`src/rtl/memory_bus_pkg.sv`:
```
// Shared types and constants for the two-requester memory bus arbiter.
package memory_bus_pkg;

  // Wait counter width; wide enough for LATENCY up to 15.
  localparam int CNT_W = 4;

  // Index of a requester (0 or 1).
  typedef logic req_idx_t;

  // Transaction FSM states.
  typedef enum logic [1:0] {
    ST_IDLE    = 2'd0,
    ST_WAIT    = 2'd1,
    ST_RESPOND = 2'd2
  } state_t;

endpackage

```
`src/rtl/memory_bus_arbiter_if.sv`:
```
// Bus bundle between two requesters, the arbiter and the shared memory.
// The slave modport is the arbiter's view; master is the environment's view.
interface memory_bus_arbiter_if;
  import memory_bus_pkg::*;

  logic        req0_memory_request;
  logic [31:0] req0_memory_address;
  logic        req0_memory_write_enable;
  logic [31:0] req0_memory_write_data;
  logic [31:0] req0_memory_read_data;
  logic        req0_memory_ready;

  logic        req1_memory_request;
  logic [31:0] req1_memory_address;
  logic        req1_memory_write_enable;
  logic [31:0] req1_memory_write_data;
  logic [31:0] req1_memory_read_data;
  logic        req1_memory_ready;

  logic [31:0] memory_address;
  logic        memory_write_enable;
  logic [31:0] memory_write_data;
  logic [31:0] memory_read_data;

  req_idx_t    grant_owner;
  logic        busy;

  modport slave (
    input  req0_memory_request, req0_memory_address,
    input  req0_memory_write_enable, req0_memory_write_data,
    input  req1_memory_request, req1_memory_address,
    input  req1_memory_write_enable, req1_memory_write_data,
    input  memory_read_data,
    output req0_memory_read_data, req0_memory_ready,
    output req1_memory_read_data, req1_memory_ready,
    output memory_address, memory_write_enable, memory_write_data,
    output grant_owner, busy
  );

  modport master (
    output req0_memory_request, req0_memory_address,
    output req0_memory_write_enable, req0_memory_write_data,
    output req1_memory_request, req1_memory_address,
    output req1_memory_write_enable, req1_memory_write_data,
    output memory_read_data,
    input  req0_memory_read_data, req0_memory_ready,
    input  req1_memory_read_data, req1_memory_ready,
    input  memory_address, memory_write_enable, memory_write_data,
    input  grant_owner, busy
  );

endinterface

```
`src/rtl/memory_bus_arbiter_rr.sv`:
```
// Two-way round-robin winner selection. The pointer names the requester
// that wins a tie; a lone request always wins.
module round_robin_arbiter_2
  import memory_bus_pkg::*;
(
  input  logic     i_req0,
  input  logic     i_req1,
  input  req_idx_t i_ptr,
  output logic     o_valid,
  output req_idx_t o_winner
);

  // Pick the pointer on contention, otherwise whichever requester is active.
  always_comb begin
    o_valid  = i_req0 | i_req1;
    o_winner = 1'b0;
    if (i_req0 && i_req1) begin
      o_winner = i_ptr;
    end else if (i_req1) begin
      o_winner = 1'b1;
    end
  end

endmodule

```
`src/rtl/memory_bus_arbiter.sv`:
```
// Arbitrates two requesters onto one fixed-latency shared memory port.
// A grant latches the winner's access, waits LATENCY cycles, then spends
// one RESPOND cycle pulsing ready (and the write strobe for stores).
module memory_bus_arbiter
  import memory_bus_pkg::*;
#(
  parameter int LATENCY = 2
) (
  input  logic                clk,
  input  logic                rst_n,
  memory_bus_arbiter_if.slave bus
);

  localparam logic [CNT_W-1:0] LAST_CNT = CNT_W'(LATENCY - 1);

  state_t           r_state;
  state_t           w_next_state;
  logic [CNT_W-1:0] r_cnt;
  req_idx_t         r_ptr;
  req_idx_t         r_owner;
  req_idx_t         w_winner;
  logic             w_win_valid;
  logic             w_owner_req;
  logic             r_we;
  logic [31:0]      r_addr;
  logic [31:0]      r_wdata;
  logic [31:0]      r_rdata0;
  logic [31:0]      r_rdata1;

  round_robin_arbiter_2 u_rr (
    .i_req0   (bus.req0_memory_request),
    .i_req1   (bus.req1_memory_request),
    .i_ptr    (r_ptr),
    .o_valid  (w_win_valid),
    .o_winner (w_winner)
  );

  // Only the owner's request line matters once a grant is taken.
  assign w_owner_req = r_owner ? bus.req1_memory_request : bus.req0_memory_request;

  // State register.
  always_ff @(posedge clk) begin
    if (!rst_n) begin
      r_state <= ST_IDLE;
    end else begin
      r_state <= w_next_state;
    end
  end

  // Next-state logic; an owner dropping its request during WAIT aborts.
  always_comb begin
    w_next_state = r_state;
    case (r_state)
      ST_IDLE: begin
        if (w_win_valid) w_next_state = ST_WAIT;
      end
      ST_WAIT: begin
        if (!w_owner_req)           w_next_state = ST_IDLE;
        else if (r_cnt == LAST_CNT) w_next_state = ST_RESPOND;
      end
      ST_RESPOND: w_next_state = ST_IDLE;
      default:    w_next_state = ST_IDLE;
    endcase
  end

  // Grant latches, wait counter, read-data capture and pointer update.
  always_ff @(posedge clk) begin
    if (!rst_n) begin
      r_cnt    <= '0;
      r_ptr    <= 1'b0;
      r_owner  <= 1'b0;
      r_we     <= 1'b0;
      r_addr   <= '0;
      r_wdata  <= '0;
      r_rdata0 <= '0;
      r_rdata1 <= '0;
    end else begin
      case (r_state)
        ST_IDLE: begin
          if (w_win_valid) begin
            r_owner <= w_winner;
            r_cnt   <= '0;
            r_addr  <= w_winner ? bus.req1_memory_address      : bus.req0_memory_address;
            r_we    <= w_winner ? bus.req1_memory_write_enable : bus.req0_memory_write_enable;
            r_wdata <= w_winner ? bus.req1_memory_write_data   : bus.req0_memory_write_data;
          end
        end
        ST_WAIT: begin
          r_cnt <= r_cnt + CNT_W'(1);
          if (w_next_state == ST_RESPOND && !r_we) begin
            if (r_owner) r_rdata1 <= bus.memory_read_data;
            else         r_rdata0 <= bus.memory_read_data;
          end
        end
        ST_RESPOND: begin
          r_ptr <= ~r_owner;
        end
        default: ;
      endcase
    end
  end

  assign bus.memory_address        = r_addr;
  assign bus.memory_write_data     = r_wdata;
  assign bus.memory_write_enable   = (r_state == ST_RESPOND) && r_we;
  assign bus.req0_memory_ready     = (r_state == ST_RESPOND) && !r_owner;
  assign bus.req1_memory_ready     = (r_state == ST_RESPOND) && r_owner;
  assign bus.req0_memory_read_data = r_rdata0;
  assign bus.req1_memory_read_data = r_rdata1;
  assign bus.grant_owner           = r_owner;
  assign bus.busy                  = (r_state != ST_IDLE);

endmodule

```
`src/flat_wrapper.sv`:
```
// flat-port wrapper written by rule: the top's interface ports become plain ports
module memory_bus_arbiter_flat import memory_bus_pkg::*;
#(
  parameter int LATENCY = 2
)
  (clk, rst_n, bus_req0_memory_request, bus_req0_memory_address, bus_req0_memory_write_enable, bus_req0_memory_write_data, bus_req1_memory_request, bus_req1_memory_address, bus_req1_memory_write_enable, bus_req1_memory_write_data, bus_memory_read_data, bus_req0_memory_read_data, bus_req0_memory_ready, bus_req1_memory_read_data, bus_req1_memory_ready, bus_memory_address, bus_memory_write_enable, bus_memory_write_data, bus_grant_owner, bus_busy);
  memory_bus_arbiter_if bus_i ();
  input  logic clk;
  input  logic rst_n;
  input wire logic [$bits(bus_i.req0_memory_request)-1:0] bus_req0_memory_request;
  input wire logic [$bits(bus_i.req0_memory_address)-1:0] bus_req0_memory_address;
  input wire logic [$bits(bus_i.req0_memory_write_enable)-1:0] bus_req0_memory_write_enable;
  input wire logic [$bits(bus_i.req0_memory_write_data)-1:0] bus_req0_memory_write_data;
  input wire logic [$bits(bus_i.req1_memory_request)-1:0] bus_req1_memory_request;
  input wire logic [$bits(bus_i.req1_memory_address)-1:0] bus_req1_memory_address;
  input wire logic [$bits(bus_i.req1_memory_write_enable)-1:0] bus_req1_memory_write_enable;
  input wire logic [$bits(bus_i.req1_memory_write_data)-1:0] bus_req1_memory_write_data;
  input wire logic [$bits(bus_i.memory_read_data)-1:0] bus_memory_read_data;
  output wire logic [$bits(bus_i.req0_memory_read_data)-1:0] bus_req0_memory_read_data;
  output wire logic [$bits(bus_i.req0_memory_ready)-1:0] bus_req0_memory_ready;
  output wire logic [$bits(bus_i.req1_memory_read_data)-1:0] bus_req1_memory_read_data;
  output wire logic [$bits(bus_i.req1_memory_ready)-1:0] bus_req1_memory_ready;
  output wire logic [$bits(bus_i.memory_address)-1:0] bus_memory_address;
  output wire logic [$bits(bus_i.memory_write_enable)-1:0] bus_memory_write_enable;
  output wire logic [$bits(bus_i.memory_write_data)-1:0] bus_memory_write_data;
  output wire logic [$bits(bus_i.grant_owner)-1:0] bus_grant_owner;
  output wire logic [$bits(bus_i.busy)-1:0] bus_busy;
  assign bus_i.req0_memory_request = bus_req0_memory_request;
  assign bus_i.req0_memory_address = bus_req0_memory_address;
  assign bus_i.req0_memory_write_enable = bus_req0_memory_write_enable;
  assign bus_i.req0_memory_write_data = bus_req0_memory_write_data;
  assign bus_i.req1_memory_request = bus_req1_memory_request;
  assign bus_i.req1_memory_address = bus_req1_memory_address;
  assign bus_i.req1_memory_write_enable = bus_req1_memory_write_enable;
  assign bus_i.req1_memory_write_data = bus_req1_memory_write_data;
  assign bus_i.memory_read_data = bus_memory_read_data;
  assign bus_req0_memory_read_data = bus_i.req0_memory_read_data;
  assign bus_req0_memory_ready = bus_i.req0_memory_ready;
  assign bus_req1_memory_read_data = bus_i.req1_memory_read_data;
  assign bus_req1_memory_ready = bus_i.req1_memory_ready;
  assign bus_memory_address = bus_i.memory_address;
  assign bus_memory_write_enable = bus_i.memory_write_enable;
  assign bus_memory_write_data = bus_i.memory_write_data;
  assign bus_grant_owner = bus_i.grant_owner;
  assign bus_busy = bus_i.busy;
  memory_bus_arbiter #(.LATENCY(LATENCY)) u_core (.clk(clk), .rst_n(rst_n), .bus(bus_i));
endmodule
```
`config.mk`:
```
export PLATFORM = sky130hd
export DESIGN_NAME = memory_bus_arbiter_flat
export DESIGN_NICKNAME = d
export VERILOG_FILES = /design/src/rtl/memory_bus_pkg.sv /design/src/rtl/memory_bus_arbiter_if.sv /design/src/rtl/memory_bus_arbiter_rr.sv /design/src/rtl/memory_bus_arbiter.sv /design/src/flat_wrapper.sv
export SDC_FILE = /design/constraint.sdc
export NUM_CORES = 1
export LEC_CHECK = 0
export CAP_MARGIN = 40
export CORE_MARGIN = 2
export CORE_UTILIZATION = 40
export CTS_CLUSTER_DIAMETER = 80
export CTS_CLUSTER_SIZE = 8
export DETAILED_ROUTE_END_ITERATION = 8
export DONT_BUFFER_PORTS = 1
export PLACE_DENSITY = 0.53
export RECOVER_POWER = 100
export SETUP_SLACK_MARGIN = 0.05
export SLEW_MARGIN = 20
export SYNTH_ARGS = -nofsm -noshare
export SYNTH_HDL_FRONTEND = slang
export SYNTH_SLANG_ARGS = --single-unit
export TNS_END_PERCENT = 50
```
`constraint.sdc`:
```
create_clock -name clk -period 2.7 [get_ports clk]
set_input_delay 0.54 -clock clk [delete_from_list [all_inputs] [get_ports clk]]
set_output_delay 0.54 -clock clk [all_outputs]
set_load 0.005 [all_outputs]
```
# Word level (Yosys, flattened, before mapping)
# Index checks and enable logic that the tools add are counted.
dict set report word_totals {
  reg_bits 137
  output_inout_bits 133
}
dict set report classes {
  addsub 1
  eq_ne 5
  mux 12
  bitwise 2
  n_reduce_logical 14
}
# op count
set op_table {}
lappend op_table {{32-bit two-way mux} 2}
lappend op_table {{4-bit one-hot mux with 2 select lines} 1}
lappend op_table {{2-bit two-way mux} 3}
lappend op_table {{3-bit AND reduction} 2}
lappend op_table {{1-bit logical AND} 5}
lappend op_table {{4-bit by 1-bit adder with 4-bit output, second input constant} 1}
lappend op_table {{2-bit == test, second input constant} 2}
lappend op_table {{4-bit by 1-bit == test with 1-bit output, second input constant} 1}
lappend op_table {{1-bit two-way mux} 4}
lappend op_table {{4-bit two-way mux} 1}
lappend op_table {{2-bit one-hot mux with 2 select lines} 1}
lappend op_table {{2-bit AND reduction} 2}
lappend op_table {{2-bit nonzero test} 2}
lappend op_table {{2-bit by 1-bit == test with 1-bit output, second input constant} 1}
lappend op_table {{1-bit logical NOT} 2}
lappend op_table {{2-bit logical NOT} 1}
lappend op_table {{2-bit != test, second input constant} 1}
lappend op_table {{1-bit NOT} 1}
lappend op_table {{1-bit OR} 1}

# Longest topological paths before layout
dict set report logic_depth {
  ltp_word 7
  ltp_mapped 7
  depth_no_buf 6
}

# Modules after synthesis
# Synthesis repeated with hierarchy kept, for this count alone.
dict set report hier_totals {
  hier_cells 586
  hier_area_um2 5769.3
}
# mod instances cells_per_inst area_per_inst_um2 seq_area_each_um2
set modules_own_cells {}
lappend modules_own_cells {memory_bus_arbiter 1 583 5751.8 2742.6}
lappend modules_own_cells {round_robin_arbiter_2 1 3 17.5 0.0}

# Worst setup path after synthesis
# Ideal clock, no wire load.
dict set report synth_path {
  kind {reg-to-reg}
  from {register u_core.r_cnt[0]}
  to {register u_core.r_rdata1[4] (netlist: u_core.bus.req1_memory_read_data[4])}
  setup_time_ns 0.115
  arrival_ns 1.359
  required_ns 2.585
  slack_ns 1.226
  stages_incl_launch_ff 7
  path_buffers 1
  synth_period_minus_slack_ns 1.474
  cell_sequence {dfxtp_1 > ha_1 > nor3b_4 > nand4_4 > buf_6 > nand3_1 > o21ai_2}
}
dict set report synth_between {
  elab_chain_len 7
}
# element line_no
set synth_rtl {}
lappend synth_rtl {{start, declared} memory_bus_arbiter.sv:18} ;# logic [CNT_W-1:0] r_cnt;
lappend synth_rtl {{start signal, assigned} memory_bus_arbiter.sv:89} ;# r_cnt <= r_cnt + CNT_W'(1);
lappend synth_rtl {{4-bit by 1-bit == test with 1-bit output} memory_bus_arbiter.sv:59} ;# else if (r_cnt == LAST_CNT) w_next_state = ST_RESPOND;
lappend synth_rtl {{2-bit two-way mux} memory_bus_arbiter.sv:59}
lappend synth_rtl {{2-bit two-way mux} memory_bus_arbiter.sv:58} ;# if (!w_owner_req) w_next_state = ST_IDLE;
lappend synth_rtl {{2-bit one-hot mux with 2 select lines} memory_bus_arbiter.sv:53} ;# case (r_state)
lappend synth_rtl {{2-bit == test} memory_bus_arbiter.sv:90} ;# if (w_next_state == ST_RESPOND && !r_we) begin
lappend synth_rtl {{1-bit logical AND} memory_bus_arbiter.sv:90}
lappend synth_rtl {{3-bit AND reduction (no line)} n/a}
lappend synth_rtl {{end signal, assigned} memory_bus_arbiter.sv:91} ;# if (r_owner) r_rdata1 <= bus.memory_read_data;
lappend synth_rtl {{end, declared} memory_bus_arbiter.sv:28} ;# logic [31:0] r_rdata1;
# Every way passes these cells.
# A chain may end at the register's enable or synchronous reset.

# Final worst setup path
dict set report layout_path {
  from {register u_core.r_cnt[0]}
  to {register u_core.r_rdata0[4] (netlist: u_core.bus.req0_memory_read_data[4])}
}
dict set report layout_between {
  elab_chain_len 7
}
# element line_no
set layout_rtl {}
lappend layout_rtl {{4-bit by 1-bit == test with 1-bit output} memory_bus_arbiter.sv:59}
lappend layout_rtl {{2-bit two-way mux} memory_bus_arbiter.sv:59}
lappend layout_rtl {{2-bit two-way mux} memory_bus_arbiter.sv:58}
lappend layout_rtl {{2-bit one-hot mux with 2 select lines} memory_bus_arbiter.sv:53}
lappend layout_rtl {{2-bit == test} memory_bus_arbiter.sv:90}
lappend layout_rtl {{1-bit logical AND} memory_bus_arbiter.sv:90}
lappend layout_rtl {{3-bit AND reduction (no line)} n/a}
lappend layout_rtl {{end signal, assigned} memory_bus_arbiter.sv:92} ;# else r_rdata0 <= bus.memory_read_data;
lappend layout_rtl {{end, declared} memory_bus_arbiter.sv:27} ;# logic [31:0] r_rdata0;
# Every way passes these cells.

==> results by group <==
Placed design
  • Dpl ws: 0.8150 ns
  • DP Wirelength: 8726 µm
  • Routability Congestion: 0.7652
  • Placed cells: 722
  • Input/output buffers: 0

Critical path
  • Arr. time, crit path: 2.31 ns
  • CP Max Fanout: 44
  • Worst path cell trace: ha_1, nor3b_4, nand4_4, buf_2, nand3_1, o21ai_0
  • RR Endpoint: u_core.bus.req0_memory_read_data[4]
  • Critical path class: flip-flop to flip-flop
  • CP Capture Type: flip-flop
  • Worst setup SP type: flip-flop
  • Worst r2r src: u_core.r_cnt[0]
  • Worst-case reg-to-reg path depth: 6
  • Slowest-stage cell, CP: buf_2
  • Largest stage delay, worst path: 0.43 ns
  • R2R Setup Slk: 0.65 ns
  • Worst endpoint required time: 2.96 ns

Global routing
  • Grt ovf: 0
  • Initial antenna violation count: 0
  • Global-route wire length before repair: 19,060 µm
  • Vias in the first global route: 3,816
  • Largest net degree at the start of global routing: 170
  • Total GRT Usage: 0.1642

STA
  • Setup ws final: 0.6534 ns
  • RSZ-0062 raised after global routing: false
  • Total negative slack: 0 ns
  • Final Slew Violations: 0
  • Max Clk Rate: 488.6 MHz
  • Slew margin rel.: 0.5734
  • Final Hold Fails: 0
  • Period minus WS final: 2.047 ns
  • Worst slew pin tran: 0.6398 ns
  • Worst Skew: 0.007065 ns
  • Fin crit share: 0.7580
  • Final setup viols: 0

Floorplanning
  • Starting Density: 0.4062
  • Chip width: 122.0 µm
  • FP Rows: 43
  • Core Area: 13,720 µm²
  • Die height: 122.0 µm
  • Die Area: 14,890 µm²
  • Ports: 299

Synthesis
  • Synth Flop Type: dfxtp_1
  • Post-synth top area cell: dfxtp_1
  • Sequential element share of the synthesized area: 0.4921
  • Synth top cells by count: dfxtp_1, a21oi_1, mux2i_1, nand3_1, o21ai_0
  • Yosys top cell area share: 0.4921
  • Syn Inst Count: 590
  • Seq cells post-synth: 137
  • Unique cell type count in the Yosys netlist: 32
  • Syn_area_per_cell: 9.446 µm²
  • Async SR Flop Fraction: 0
  • Ranking of synthesized cells by area: dfxtp_1, mux2i_1, a21oi_1
  • Yosys synthesis warning count: 0
  • Syn Nets: 758
  • Number of synthesized flops with an enable pin: 0
  • Cell Area, Synth: 5573 µm²
  • Count leader, synth: dfxtp_1

Status
  • Status: complete, no violations

Clocking
  • Hold_buf cts: 0
  • Clock sink count: 137
  • Root Buffer: clkbuf_16
  • Clock Tree Buf Depth: 2
  • Clock latency on the worst-skew pair: 0.41 ns
  • Post-CTS sizing: 0
  • Post-CTS Setup Bufs: 0
  • CTS H-tree depth: 4
  • Clock buffer count from CTS: 17
  • CTS tree: done
  • Clk slew on worst S/H paths: 0.06 ns

Layout
  • Sequential cell area: 2743 µm²
  • Fin cells: 754
  • Multi-input logic area: 2389 µm²
  • Fill count: 1,357
  • Final net count: 729
  • P&R area growth vs syn: 7.903%
  • Layout cell share with drive strength beyond 1: 0.07491
  • Antenna fix cells: 0

Worst hold path
  • HP Start: rst_n
  • Hold Path End: u_core.r_state[1]
  • Hold depth: 2
  • HP Class: input pin to flip-flop

Routing
  • First-iteration detailed-routing DRC count: 179
  • Vias per cell: 5.361
  • Drt wl/cell: 16.65 µm
  • First-pass DRT Iterations: 4
  • Routed WL: 12,560 µm
  • DRC Markers: 0
  • Via count: 4,042
  • Antenna viol nets, final: 0

Power and ir drop
  • Pwr/cell area: 790.9 nW/µm²
  • VDD IR-drop max: 0.0004136 V
  • P_leak: 2.451 nW

Run
  • Max-cap viol count: 0
## final cells by class
class,count,share of cell area
Sequential cell,137,0.4561
Multi-Input combinational cell,398,0.3972
Tap cell,180,0.03745
Clock buffer,22,0.08052
Inverter,2,0.001248
Clock inverter,10,0.01540
Timing Repair Buffer,5,0.01207
## registers in the layout, summed over array words and instances (netlist names)
| name | cells |
|---|---|
| u_core.bus.memory_write_data | 32 |
| u_core.r_we | 1 |
| u_core.r_cnt | 4 |
| u_core.r_ptr | 1 |
| u_core.r_state | 2 |
| u_core.bus.req0_memory_read_data | 32 |
| u_core.bus.grant_owner | 1 |
| u_core.bus.req1_memory_read_data | 32 |
| u_core.bus.memory_address | 32 |
## kinds of logic (layout without fill, tap and decap cells)
family                   count (synthesis)  in the layout  synth area share
multiplexers                            66             66            0.1194
adder cells (fa/ha/maj)                  2              2          0.004490
AO/OA/AOI/OAI                          205            205            0.1998
buffers and inverters                   55             39           0.06736
flip-flops                             137            137            0.4921
AND/OR/NAND/NOR                        125            125            0.1168
## stage by stage
| step | hold slack [ns] | utilization | area [µm²] | power (mW) |
|---|---|---|---|---|
| after global placement | 0.4643 | 0.3998 | 5485 | 2.603 |
| after global routing | 0.2323 | 0.4383 | 6013 | 4.985 |
| after floorplan | 0.4535 | - | 5573 | 2.582 |
| after detailed placement | 0.4729 | 0.4027 | 5525 | 2.613 |
| after CTS | 0.2478 | 0.4448 | 6102 | 4.836 |
| final | 0.2629 | 0.4383 | 6013 | 4.756 |
## how the worst max path moves through the flow
stage	from	end	slack (ns)	depth (start not counted)
6_report	u_core.r_cnt[0]	u_core.bus.req0_memory_read_data[4]	0.65	6
5_1_grt	u_core.r_cnt[0]	u_core.bus.req0_memory_read_data[6]	0.38	6
4_1_cts	u_core.r_cnt[0]	u_core.bus.req1_memory_read_data[22]	0.79	6
3_5_place_dp	u_core.r_cnt[0]	u_core.bus.req1_memory_read_data[22]	0.82	6
3_3_place_gp	u_core.r_cnt[0]	u_core.bus.req0_memory_read_data[17]	0.50	5
2_1_floorplan	u_core.r_cnt[0]	u_core.bus.req1_memory_read_data[4]	1.23	6
## metal layers
layer,global-route usage,part of all wire,vias to the layer above
met5,0,0,-
met3,0.07912,0.11,18
met2,0.2730,0.49,178
li1,-,-,2046
met4,0.06250,0.016,0
met1,0.1812,0.38,1800
## worst max-delay path, delay by kind of cell (launching register included)
family	cells	cell delay (ns)
AOI/OAI and AO/OA	1	0.09
adders and majority gates	1	0.17
buffers and inverters	1	0.43
DFF	1	0.40
and+or+nand+nor	3	0.79
## power breakdown
part           switching (mW)  total (mW)  leakage [nW]  internal [mW]
clock                   0.836        2.20         0.275           1.36
combinational           0.189       0.321          1.05          0.131
sequential             0.0946        2.24          1.12           2.14
## cells in the final DEF, fill, tap and decap left out, types with 2 or more instances in the layout
cell type and n:
inv_1 2, nand3_1 65, nor2_1 5, clkinvlp_4 4
a21oi_1 67, dfxtp_1 137, nand2_1 35, clkinv_2 3
buf_12 3, and2_0 3, clkbuf_8 4, nand4_4 2
or2_0 2, ha_1 2, nor2b_1 4, o21ai_0 127
mux2i_1 65, nand2b_1 2, o21a_1 2, o21ai_1 5
clkbuf_16 17
Power figures use the tool's default switching activity.
